--- src/rtl/pipe_buffer.sv ---
// pipe_buffer: DEPTH collapsing register stages with stall hold, flush squash and an occupancy count.
// Define PIPE_BUFFER_SKID_EN to add a skid entry after the last stage and register in_ready.
module pipe_buffer #(
  parameter int DATA_W = 32,
  parameter int DEPTH  = 1
) (
  input  logic              clk,
  input  logic              rst,
  input  logic              in_valid,
  input  logic [DATA_W-1:0] in_data,
  output logic              in_ready,
  output logic              out_valid,
  output logic [DATA_W-1:0] out_data,
  input  logic              out_ready,
  input  logic              stall,
  input  logic              flush,
  output logic [4:0]        occupancy
);

  logic [DEPTH-1:0]  valid_q, valid_d;
  logic [DATA_W-1:0] data_q [DEPTH];
  logic [DATA_W-1:0] data_d [DEPTH];
  logic [4:0]        occ_q, occ_d;
  logic [DEPTH-1:0]  room;
  logic              lastRoom, roomAcc, accept, consume, outAvail;
  logic [DATA_W-1:0] headData;

`ifdef PIPE_BUFFER_SKID_EN
  logic              skidValid_q, skidValid_d;
  logic [DATA_W-1:0] skidData_q, skidData_d;
  logic              inReady_q;

  // The skid entry, when occupied, holds the oldest word and is presented first.
  assign outAvail = skidValid_q | valid_q[DEPTH-1];
  assign headData = skidValid_q ? skidData_q : data_q[DEPTH-1];
  assign lastRoom = !valid_q[DEPTH-1] | !skidValid_q | out_ready;
  assign in_ready = inReady_q & !stall & !flush & !rst;
`else
  assign outAvail = valid_q[DEPTH-1];
  assign headData = data_q[DEPTH-1];
  assign lastRoom = !valid_q[DEPTH-1] | out_ready;
  assign in_ready = room[0] & !stall & !flush & !rst;
`endif

  assign out_valid = outAvail & !stall & !rst;
  assign out_data  = rst ? '0 : headData;
  assign occupancy = occ_q;
  assign accept    = in_valid & in_ready;
  assign consume   = out_valid & out_ready;

  // A stage can load when it or any stage downstream of it has a hole, or the tail drains.
  always_comb begin
    room    = '0;
    roomAcc = lastRoom;
    for (int i = DEPTH - 1; i >= 0; i--) begin
      roomAcc = roomAcc | !valid_q[i];
      room[i] = roomAcc;
    end
  end

  always_comb begin
    valid_d = valid_q;
    data_d  = data_q;
    occ_d   = occ_q;
    if (flush) begin
      valid_d = '0;
      for (int i = 0; i < DEPTH; i++) begin
        data_d[i] = '0;
      end
      occ_d = '0;
    end else if (!stall) begin
      if (room[0]) begin
        valid_d[0] = accept;
        if (accept) begin
          data_d[0] = in_data;
        end
      end
      for (int i = 1; i < DEPTH; i++) begin
        if (room[i]) begin
          valid_d[i] = valid_q[i-1];
          if (valid_q[i-1]) begin
            data_d[i] = data_q[i-1];
          end
        end
      end
      occ_d = occ_q + {4'd0, accept} - {4'd0, consume};
    end
  end

  always_ff @(posedge clk) begin
    if (rst) begin
      valid_q <= '0;
      for (int i = 0; i < DEPTH; i++) begin
        data_q[i] <= '0;
      end
      occ_q <= '0;
    end else begin
      valid_q <= valid_d;
      data_q  <= data_d;
      occ_q   <= occ_d;
    end
  end

`ifdef PIPE_BUFFER_SKID_EN
  // The tail word drops into the skid entry whenever the consumer is not taking it.
  always_comb begin
    skidValid_d = skidValid_q;
    skidData_d  = skidData_q;
    if (flush) begin
      skidValid_d = 1'b0;
      skidData_d  = '0;
    end else if (!stall) begin
      if (skidValid_q) begin
        if (out_ready) begin
          skidValid_d = valid_q[DEPTH-1];
          if (valid_q[DEPTH-1]) begin
            skidData_d = data_q[DEPTH-1];
          end
        end
      end else if (valid_q[DEPTH-1] && !out_ready) begin
        skidValid_d = 1'b1;
        skidData_d  = data_q[DEPTH-1];
      end
    end
  end

  always_ff @(posedge clk) begin
    if (rst) begin
      skidValid_q <= 1'b0;
      skidData_q  <= '0;
      inReady_q   <= 1'b0;
    end else begin
      skidValid_q <= skidValid_d;
      skidData_q  <= skidData_d;
      inReady_q   <= !skidValid_d & !stall & !flush;
    end
  end
`endif

endmodule

--- config.mk ---
export PLATFORM = sky130hd
export DESIGN_NAME = pipe_buffer
export DESIGN_NICKNAME = d
export VERILOG_FILES = /design/src/rtl/pipe_buffer.sv
export SDC_FILE = /design/constraint.sdc
export NUM_CORES = 1
export LEC_CHECK = 0
export BUFFER_PORTS_ARGS = -buffer_cell sky130_fd_sc_hd__buf_2
export CAP_MARGIN = 20
export CORE_MARGIN = 5
export CORE_UTILIZATION = 39
export DETAILED_ROUTE_END_ITERATION = 12
export GPL_ROUTABILITY_DRIVEN = 0
export HOLD_SLACK_MARGIN = 0.15
export PLACE_DENSITY = 0.78
export SYNTH_ARGS = -nofsm -noshare
export SYNTH_HDL_FRONTEND = slang
export SYNTH_SLANG_ARGS = --single-unit
--- constraint.sdc ---
create_clock -name clk -period 2.54 [get_ports clk]
set_clock_uncertainty 0.2 [all_clocks]
set_input_delay 0.127 -clock clk [delete_from_list [all_inputs] [get_ports clk]]
set_output_delay 0.127 -clock clk [all_outputs]
set_load 0.01 [all_outputs]
# After elaboration in Yosys (flattened, before gate mapping)
# Cells that the tools add are included.
word_totals:
  ff_bits: 38
op_classes:
  n_addsub: 2
  n_mux: 1
  n_bitwise: 10
  reduce_logical: 7
ops:
  columns: ["op", "n"]
  rows:
  - ["$mux 32", 1]
  - ["$and 1x1->1", 7]
  - ["$add 5x1->5", 1]
  - ["$sub 5x1->5", 1]
  - ["$logic_not 1->1", 4]
  - ["$reduce_and 3->1", 1]
  - ["$or 1x1->1", 2]
  - ["$reduce_and 2->1", 1]
  - ["$reduce_or 2->1", 1]
  - ["$not 1->1", 1]

# Logic depth before layout (Yosys ltp)
# Gate-level depths: netlist (run 1).
depth:
  word_depth: 9
  depth_mapped: 14
  ltp_nobuf: 11

# Worst setup path before layout (run 1)
# OpenSTA, ideal clock, no wires.
synth_timing:
  kind: "flip-flop to flip-flop"
  startpoint: "register valid_q, in the netlist outAvail"
  endpoint: "register occ_q[4], in the netlist occupancy[4]"
  setup_time_ns: 0.116
  arrival_time_ns: 2.353
  path_slack_ns: -0.130
  path_stages_with_launch: 14
  n_path_buf: 2
  path_cell_list: "dfxtp_1 nor2b_4 and4bb_1 buf_6 inv_8 buf_12 ha_1 inv_1 ha_1 fa_1 nand3_1 a211o_1 a211oi_1 a31o_2"
synth_between:
  elab_chain_len: 9
synth_rtl:
  columns: ["element", "line_no", "text"]
  rows:
  - ["start: declaration", "20", "logic [DEPTH-1:0] valid_q, valid_d;"]
  - ["start signal: assignment", "98", "valid_q <= valid_d;"]
  - ["$logic_not 1->1", "41, 56", null]
  - ["$or 1x1->1", "41", "assign lastRoom = !valid_q[DEPTH-1] | out_ready;"]
  - ["$or 1x1->1", "56", "roomAcc = roomAcc | !valid_q[i];"]
  - ["$and 1x1->1 (3 in series)", "42", "assign in_ready = room[0] & !stall & !flush & !rst;"]
  - ["$and 1x1->1", "48", "assign accept = in_valid & in_ready;"]
  - ["$add 5x1->5", "86", "occ_d = occ_q + {4'd0, accept} - {4'd0, consume};"]
  - ["$sub 5x1->5 (*)", "86", null]
  - ["end signal: assignment", "96", "occ_q <= '0;"]
  - ["end signal: assignment", "100", "occ_q <= occ_d;"]
  - ["end: declaration", "23", "logic [4:0] occ_q, occ_d;"]
# Every way passes the cells marked *; elsewhere a longest branch is shown, timed or not.
# A chain may end at the register's enable or synchronous reset.

# Worst setup path in the final report (run 1)
# Same ends and word-level chain as after synthesis.

==> qor.csv, run 1 <==
stage,metric,value,unit
power,vdd_drop_max,0.337,mV
setup_path,cp_max_fo,4,
clocking,cts_tree,yes,
synth,syn_inst,225,
power,pwr-share-comb,14.2,%
floorplanning,die_area,6210,µm²
drt,drtIter0Drc,71,
power,switching_share,24.4,%
synth,synth_nets,269,
setup_path,crit_path_end_kind,flip-flop,
setup_path,reg2reg_slack,0.1,ns
clocking,tritoncts.num_buffers,5,
timing,rsz0062_at_grt,false,
floorplanning,die_x,78.8,µm
clocking,clock_latency,0.28,ns
timing,fin_crit_sh,96.1,%
setup_path,arrival,2.42,ns
synth,avgSynthCellArea,8.20,µm²
drt,wl,5020,µm
synth,syn_area,1850,µm²
synth,ys_ff_latch,38,
placed_design,portBuffers,76,
placed_design,dpl.hpwl,3010,µm
grt,grt_usage,17.3,%
timing,slew_headroom,65.9,%
cells_and_area,num_antenna_cells,0,
power,p_leak,1.44,nW
cells_and_area,drive_gt1_share,31.8,%
synth,netlist-cell-type-count,34,
grt,grt_pass1_wl,8630,µm
drt,route.detailed.drc,0,
grt,grt_pass1_vias,1879,
synth,yosysSeqAreaShare,41.2,%
timing,fmax,0.410,GHz
power,clkPwrFrac,33.0,%
drt,routed_via_density,4.69,
timing,hold_viol,0,
floorplanning,num_rows,25,
power,power.density,418,nW/µm²
synth,ys.warnings.count,0,
setup_path,worstSetupPathType,reg -> reg,
clocking,cts_root_buffer,clkbuf_8,
timing,slew_violations,0,
grt,antenna_found_initial,0,
power,pwr-share-seq,52.8,%
grt,grt_max_degree,35,
cells_and_area,n_fill_cell,415,
power,power.net_switching,0.000285,W
drt,postRouteAntennaNets,0,
timing,worst_pin_slew,0.510,ns
cells_and_area,layout_commonest_cell,buf_2,
clocking,clk_pin_slew_worst_paths,0.07,ns
cells_and_area,area_growth,51.7,%
timing,fin_crit,2.44,ns
power,p_int,0.000885,W
placed_design,numPlacedInstances,344,
drt,vias,1862,
timing,setup_tns,0,ns
floorplanning,coreArea,4660,µm²
cells_and_area,layoutNonFillerInstCount,397,
cells_and_area,final_cell_mix,"buf_2 (76), nand2_1 (64), dlygate4sd3_1 (46), dfxtp_1 (37), nor2b_1 (32)",
drt,firstDrtPassIters,6,
grt,grt-ovfl-total,0,
timing,setup_viol,0,
clocking,clock_path_buffers,2,
status,outcome,completed,
drt,wl_per_cell,12.7,µm
floorplanning,start_util,39.6,%
floorplanning,ios,77,
cells_and_area,fin_nets,387,
clocking,htreeDepth,2,
setup_path,worstPathRequired,2.52,ns
flow_run,maxCapViolCount,0,
floorplanning,die_y,78.8,µm
clocking,cts.sinks,38,
hold_path,min_path_type,in -> reg,
setup_path,critPathLaunchType,flip-flop,
## per-layer routing
layer / global-route usage, % / vias up / share of wire, %
met4: 4.20 / 0 / 1.3
li1: - / 954 / -
met3: 4.76 / 7 / 5.4
met2: 30.9 / 49 / 51
met5: 0 / - / 0
met1: 20.3 / 852 / 42
## cells in the mapped netlist (all sizes together)
cell type  number  area share [%]
a211o           1            0.47
a211oi          2            0.81
a21o            1            0.41
a21oi           2            0.54
a311o           1            0.54
a31o            1            0.47
and2            2            0.68
and3            1            0.34
and4b           1            0.54
and4bb          1            0.68
buf            12             5.7
clkbuf          4            0.88
dfxtp          38              41
fa              1             1.1
ha              5             3.4
inv             7             1.8
mux2i           2             1.1
nand2          64              13
nand3          34              11
nor2            6             1.4
nor2b          33              12
nor3            1            0.27
nor4            1            0.34
o21ai           2            0.54
or2             1            0.34
xor2            1            0.47
## worst max-delay path: stages, from the launching register on
cell      delay [ns]
dfxtp_2         0.33
nor2b_4         0.12
and4bb_4        0.34
inv_8           0.04
ha_4            0.24
inv_2           0.03
ha_4            0.15
fa_2            0.37
nand3_2         0.07
a211o_1         0.15
a211oi_2        0.07
a31o_2          0.21
## cells by family (layout without fill, tap and decap cells)
group / after synthesis / after routing / synth area share [%]
AND/OR/NAND/NOR: 145 / 145 / 40.5
buffers and inverters: 23 / 141 / 8.41
XOR/XNOR: 1 / 1 / 0.475
flip-flops: 38 / 38 / 41.2
adder cells (fa/ha/maj): 6 / 6 / 4.47
AO/OA/AOI/OAI: 10 / 10 / 3.80
multiplexers: 2 / 2 / 1.08
## cell type report
class / count / area [µm²] / share of cell area, %
multi-input combinational: 164 / 978 / 35.0
clock buffer: 5 / 68.8 / 2.46
clock inverter: 2 / 10.0 / 0.358
tap: 54 / 67.6 / 2.41
sequential: 38 / 762 / 27.2
timing repair buffer: 127 / 878 / 31.4
inverter: 7 / 33.8 / 1.21
## final timing paths
kind                            depth (start not counted)      endpoint       start
worst max-delay path                                   11  occupancy[4]    outAvail
worst min-delay path                                    3  occupancy[2]       flush
worst max register to register                         11  occupancy[4]    outAvail
worst min register to register                          2    data_q[27]  data_q[27]
## timing repair
item                                    in CTS  in global routing
gates resized for setup                      0                  2
hold endpoints to repair                    37                  0
endpoints found under the setup margin       0                  1
setup buffers                                0                  0
hold buffers                                46                  0
## per-stage QoR
step / util (%) / total power [W] / hold WS, ns / worst slack, ns / area [µm²]
floorplan: - / 0.000701 / 0.0259 / -0.0149 / 1880
global route: 60.1 / 0.00124 / 0.210 / 0.0228 / 2800
CTS: 60.0 / 0.00118 / 0.176 / 0.0486 / 2800
detailed placement: 48.4 / 0.000749 / 0.112 / 0.0590 / 2260
global placement: 48.4 / 0.000747 / 0.111 / 0.0904 / 2260
finish: 60.1 / 0.00117 / 0.188 / 0.0988 / 2800
## sequential cells by signal (all words and copies together) (netlist names)
| name | flops |
|---|---|
| data_q | 32 |
| occupancy | 5 |
| outAvail | 1 |
## power groups by stage
| stage | Combinational, W | Sequential, W | Clock, W |
|---|---|---|---|
| 3_3_place_gp | 0.000116 | 0.000631 | 0 |
| 3_5_place_dp | 0.000117 | 0.000631 | 0 |
| 4_1_cts | 0.000164 | 0.000617 | 0.000403 |
| 6_report | 0.000166 | 0.000618 | 0.000386 |
| 5_1_grt | 0.000184 | 0.000620 | 0.000439 |
| 2_1_floorplan | 0.0000705 | 0.000630 | 0 |
No activity file was read; power rests on OpenSTA's default activity.
==> run 2, diff against run 1 <==
CAP_MARGIN = default   (was 20)
PLACE_DENSITY = 0.7   (was 0.78)
==> qor.csv, run 2 (synthesis gave the netlist of run 1 again) <==
stage,metric,value,unit
placed_design,dpl.hpwl,2900,µm
floorplanning,die_area,6210,µm²
timing,setup_tns,0,ns
clocking,clock_latency,0.28,ns
grt,antenna_found_initial,0,
placed_design,portBuffers,76,
cells_and_area,layoutNonFillerInstCount,403,
clocking,htreeDepth,2,
power,power.density,421,nW/µm²
setup_path,worstPathRequired,2.51,ns
setup_path,path_cells,nor2b_4 -> and4bb_2 -> inv_8 -> ha_4 -> inv_2 -> ha_4 -> fa_2 -> nand3_2 -> a211o_1 -> a211oi_2 -> a31o_2,
clocking,clock_path_buffers,2,
timing,worst_pin_slew,0.455,ns
cells_and_area,final_cell_mix,"buf_2 (76), nand2_1 (64), dlygate4sd3_1 (50), dfxtp_1 (37), nor2b_1 (32)",
floorplanning,die_x,78.8,µm
clocking,cts.sinks,38,
setup_path,path_common_cell,ha_4,
timing,slew_headroom,69.6,%
power,p_int,0.000921,W
hold_path,min_path_type,in -> reg,
timing,hold_viol,0,
flow_run,maxCapViolCount,0,
floorplanning,die_y,78.8,µm
timing,holdWs,0.172,ns
grt,grt_pass1_wl,7780,µm
setup_path,r2r_cells,11,
cells_and_area,largest-register,data_q,
timing,slew_violations,0,
setup_path,r2r-end,occupancy[4],
clocking,clk_pin_slew_worst_paths,0.07,ns
cells_and_area,fin_nets,391,
power,pwr-share-comb,13.9,%
timing,rsz0062_at_grt,false,
power,switching_share,23.3,%
drt,wl,4870,µm
grt,grt_usage,15.8,%
setup_path,worstSetupPathType,reg -> reg,
floorplanning,ios,77,
setup_path,slowest_delay,0.38,ns
drt,vias,1863,
clocking,cts_root_buffer,clkbuf_8,
power,clkPwrFrac,34.7,%
clocking,cts_setup_buffers,0,
timing,setup_viol,0,
power,vdd_drop_max,0.407,mV
setup_path,r2r_start,outAvail,
drt,firstDrtPassIters,4,
timing,fin_crit_sh,97.9,%
setup_path,reg2reg_slack,0.05,ns
cells_and_area,area_growth,54.4,%
power,power.net_switching,0.000280,W
power,p_leak,1.47,nW
cells_and_area,layout_commonest_cell,buf_2,
grt,grt_pass1_vias,1803,
cells_and_area,drive_gt1_share,31.3,%
drt,route.detailed.drc,0,
setup_path,cp_max_fo,4,
setup_path,cp-startpoint,outAvail,
timing,fmax,0.402,GHz
grt,grt_max_degree,35,
floorplanning,start_util,39.6,%
drt,drtIter0Drc,94,
status,outcome,completed,
grt,grt-ovfl-total,0,
timing,fin_crit,2.49,ns
drt,routed_via_density,4.62,
setup_path,crit_path_end_kind,flip-flop,
setup_path,crit_path_end,occupancy[4],
setup_path,crit_slowest_cell,fa_2,
drt,postRouteAntennaNets,0,
placed_design,numPlacedInstances,344,
setup_path,arrival,2.46,ns
clocking,cts_tree,yes,
floorplanning,coreArea,4660,µm²
setup_path,critPathLaunchType,flip-flop,
cells_and_area,largest_reg_flops,32,
drt,wl_per_cell,12.1,µm
power,pwr-share-seq,51.4,%
floorplanning,num_rows,25,
clocking,tritoncts.num_buffers,5,
[run 2: changes by cell type in the layout (fill, tap and decap cells not counted)]
cell and delta:
dlygate4sd3_1 +4, and4bb_4 -1, clkinv_2 -1, diode_2 +1
clkbuf_1 +1, and4bb_2 +1, clkbuf_8 +1
[run 2: worst min path at each step]
stage,start,end,slack [ns],cells after the start
floorplan,in_data[0],data_q[0],0.03,2
global placement,in_data[3],data_q[3],0.11,3
detailed placement,in_data[13],data_q[13],0.11,3
CTS,flush,occupancy[1],0.16,3
global route,flush,occupancy[1],0.16,3
finish,flush,occupancy[1],0.17,3
[run 2: routing by layer]
layer	vias up	GRT usage, %	share of wire [%]
met5	-	0	0
met3	4	4.08	5.7
li1	966	-	-
met4	0	5.42	0.78
met1	844	17.3	44
met2	49	29.1	50
[run 2: cell type report]
class	count	area [µm²]
timing repair buffer	131	918
fill	402	1810
clock buffer	7	86.3
sequential	38	762
multi-input combinational	164	975
antenna	1	2.50
inverter	7	33.8
clock inverter	1	5.00
tap	54	67.6
[run 2: worst max-delay path: cells and delay by family, from the launching register on]
family          cells  cell delay [ns]
fa+ha+maj           3             0.78
simple gates        3             0.56
compound gates      3             0.44
flops               1             0.33
buf+inv             2             0.07
[run 2: power by group through the flow]
stage          Sequential (W)  Combinational [W]  Clock, W
6_report             0.000617           0.000167  0.000416
3_5_place_dp         0.000631           0.000118         0
5_1_grt              0.000619           0.000185  0.000455
4_1_cts              0.000617           0.000167  0.000430
2_1_floorplan        0.000630          0.0000705         0
3_3_place_gp         0.000631           0.000117         0
[run 2: timing repair]
| action | in CTS | in global routing |
|---|---|---|
| gates resized for setup | 0 | 1 |
| hold buffers | 50 | 0 |
| setup endpoints to repair | 0 | 1 |
| hold endpoints to repair | 37 | 0 |
[run 2: stage by stage]
step           setup slack, ns  utilization [%]  area [µm²]  total power, W
2_1_floorplan          -0.0149                -        1880        0.000701
3_3_place_gp            0.0890             48.4        2260        0.000748
3_5_place_dp            0.0558             48.4        2260        0.000749
4_1_cts                 0.0382             61.1        2850         0.00121
5_1_grt                0.00619             61.1        2850         0.00126
6_report                0.0543             61.2        2850         0.00120
==> run 3, diff against run 2 <==
CELL_PAD_IN_SITES_DETAIL_PLACEMENT = 1   (was default)
CELL_PAD_IN_SITES_GLOBAL_PLACEMENT = 1   (was default)
CORE_UTILIZATION = 30   (was 39)
PLACE_DENSITY = default   (was 0.7)
PLACE_DENSITY_LB_ADDON = 0.1   (was default)
==> qor.csv, run 3 (synthesis gave the netlist of run 1 again) <==
stage,metric,value,unit
grt,grt_pass1_wl,8910,µm
timing,setup_tns,0,ns
cells_and_area,layout_commonest_cell,buf_2,
cells_and_area,final_cell_mix,"buf_2 (76), nand2_1 (64), dlygate4sd3_1 (50), dfxtp_1 (37), nor2b_1 (32)",
placed_design,numPlacedInstances,365,
clocking,clk_pin_slew_worst_paths,0.08,ns
floorplanning,coreArea,5960,µm²
timing,fmax,0.407,GHz
floorplanning,start_util,31.0,%
timing,holdWs,0.179,ns
setup_path,critPathLaunchType,flip-flop,
grt,grt_pass1_vias,1991,
cells_and_area,fin_area,2890,µm²
timing,worst_pin_slew,0.591,ns
placed_design,portBuffers,76,
cells_and_area,largest-register,data_q,
drt,postRouteAntennaNets,0,
hold_path,min_path_type,in -> reg,
setup_path,worstPathRequired,2.52,ns
clocking,cts.sinks,38,
floorplanning,die_area,7820,µm²
timing,fin_crit,2.46,ns
placed_design,placed_area,2280,µm²
clocking,clock_path_buffers,2,
power,clkPwrFrac,34.9,%
power,power.net_switching,0.000286,W
power,p_leak,1.48,nW
power,pwr-share-seq,51.1,%
setup_path,arrival,2.44,ns
floorplanning,num_rows,28,
clocking,cts_root_buffer,clkbuf_8,
cells_and_area,n_fill_cell,738,
cells_and_area,fin_util,48.4,%
power,switching_share,23.7,%
drt,drtIter0Drc,39,
grt,antenna_found_initial,0,
clocking,cts_tree,yes,
drt,route.detailed.drc,0,
clocking,tritoncts.num_buffers,5,
cells_and_area,drive_gt1_share,31.5,%
flow_run,maxCapViolCount,0,
drt,firstDrtPassIters,3,
status,outcome,completed,
cells_and_area,layoutNonFillerInstCount,424,
grt,grt_max_degree,35,
cells_and_area,num_antenna_cells,0,
setup_path,worstSetupPathType,reg -> reg,
timing,slew_violations,0,
power,pwr-share-comb,14.0,%
grt,grt-ovfl-total,0,
timing,rsz0062_at_grt,true,
timing,fin_crit_sh,96.7,%
floorplanning,ios,77,
timing,slew_headroom,60.5,%
cells_and_area,area_growth,56.3,%
cells_and_area,largest_reg_flops,32,
floorplanning,die_y,88.4,µm
power,vdd_drop_max,0.188,mV
drt,vias,1876,
setup_path,crit_path_end_kind,flip-flop,
setup_path,cp_max_fo,4,
power,p_int,0.000922,W
grt,grt_usage,14.5,%
clocking,clock_latency,0.28,ns
power,power.density,419,nW/µm²
drt,wl,5430,µm
cells_and_area,fin_nets,392,
placed_design,dpl.hpwl,3500,µm
drt,wl_per_cell,12.8,µm
drt,routed_via_density,4.42,
floorplanning,die_x,88.4,µm
timing,hold_viol,0,
timing,setup_viol,0,
clocking,htreeDepth,2,
[run 3: cell count changes in the layout (fill, tap and decap cells not counted), sizes merged]
cell,delta
buf,+1
diode,-1
[run 3: layout make-up]
type                    count  area (µm²)  share of cell area [%]
well taps                  75        93.8                    3.25
repair buffers            132         926                    32.1
clock buffers               7        86.3                    2.99
multi-input cells         164         978                    33.9
clock inverters             1        5.00                   0.173
inverters                   7        33.8                    1.17
flip-flops and latches     38         762                    26.4
[run 3: routing by layer]
layer	global-route usage [%]	share of wire, %	routed length (µm)
met2	26.3	50	2740
met1	17.0	43	2340
met3	2.61	5.5	296
met4	4.95	0.96	52
met5	0	0	0
[run 3: final timing paths]
check / cells past startpoint / slack (ns) / endpoint / start
max reg2reg: 11 / 0.08 / occupancy[4] / outAvail
max: 11 / 0.08 / occupancy[4] / outAvail
min reg2reg: 2 / 0.25 / data_q[21] / data_q[21]
min: 3 / 0.18 / occupancy[0] / flush
[run 3: power groups by stage]
stage                     Clock, W  Sequential, W  Combinational (W)
after floorplan                  0       0.000630          0.0000705
after global placement           0       0.000631           0.000121
after detailed placement         0       0.000631           0.000122
after CTS                 0.000442       0.000618           0.000170
after global routing      0.000471       0.000620           0.000188
final                     0.000422       0.000618           0.000169
[run 3: timing repair]
action	CTS	global route
hold buffers	50	0
buffers inserted	0	1
hold endpoints to repair	37	0
endpoints found under the setup margin	0	1
gates resized for setup	0	2
[run 3: critical path: stages (launching register included)]
cell,delay [ns]
dfxtp_2,0.33
nor2b_4,0.12
and4bb_4,0.37
inv_8,0.04
ha_4,0.22
inv_2,0.06
ha_4,0.12
fa_2,0.21
nand3_2,0.07
a211o_1,0.29
buf_4,0.14
a31o_2,0.18
[run 3: metrics by stage]
| stage | worst slack, ns | total power [W] |
|---|---|---|
| finish | 0.0837 | 0.00121 |
| detailed placement | 0.0335 | 0.000753 |
| global placement | 0.0819 | 0.000752 |
| CTS | 0.0246 | 0.00123 |
| floorplan | -0.0149 | 0.000701 |
| global route | -0.00701 | 0.00128 |
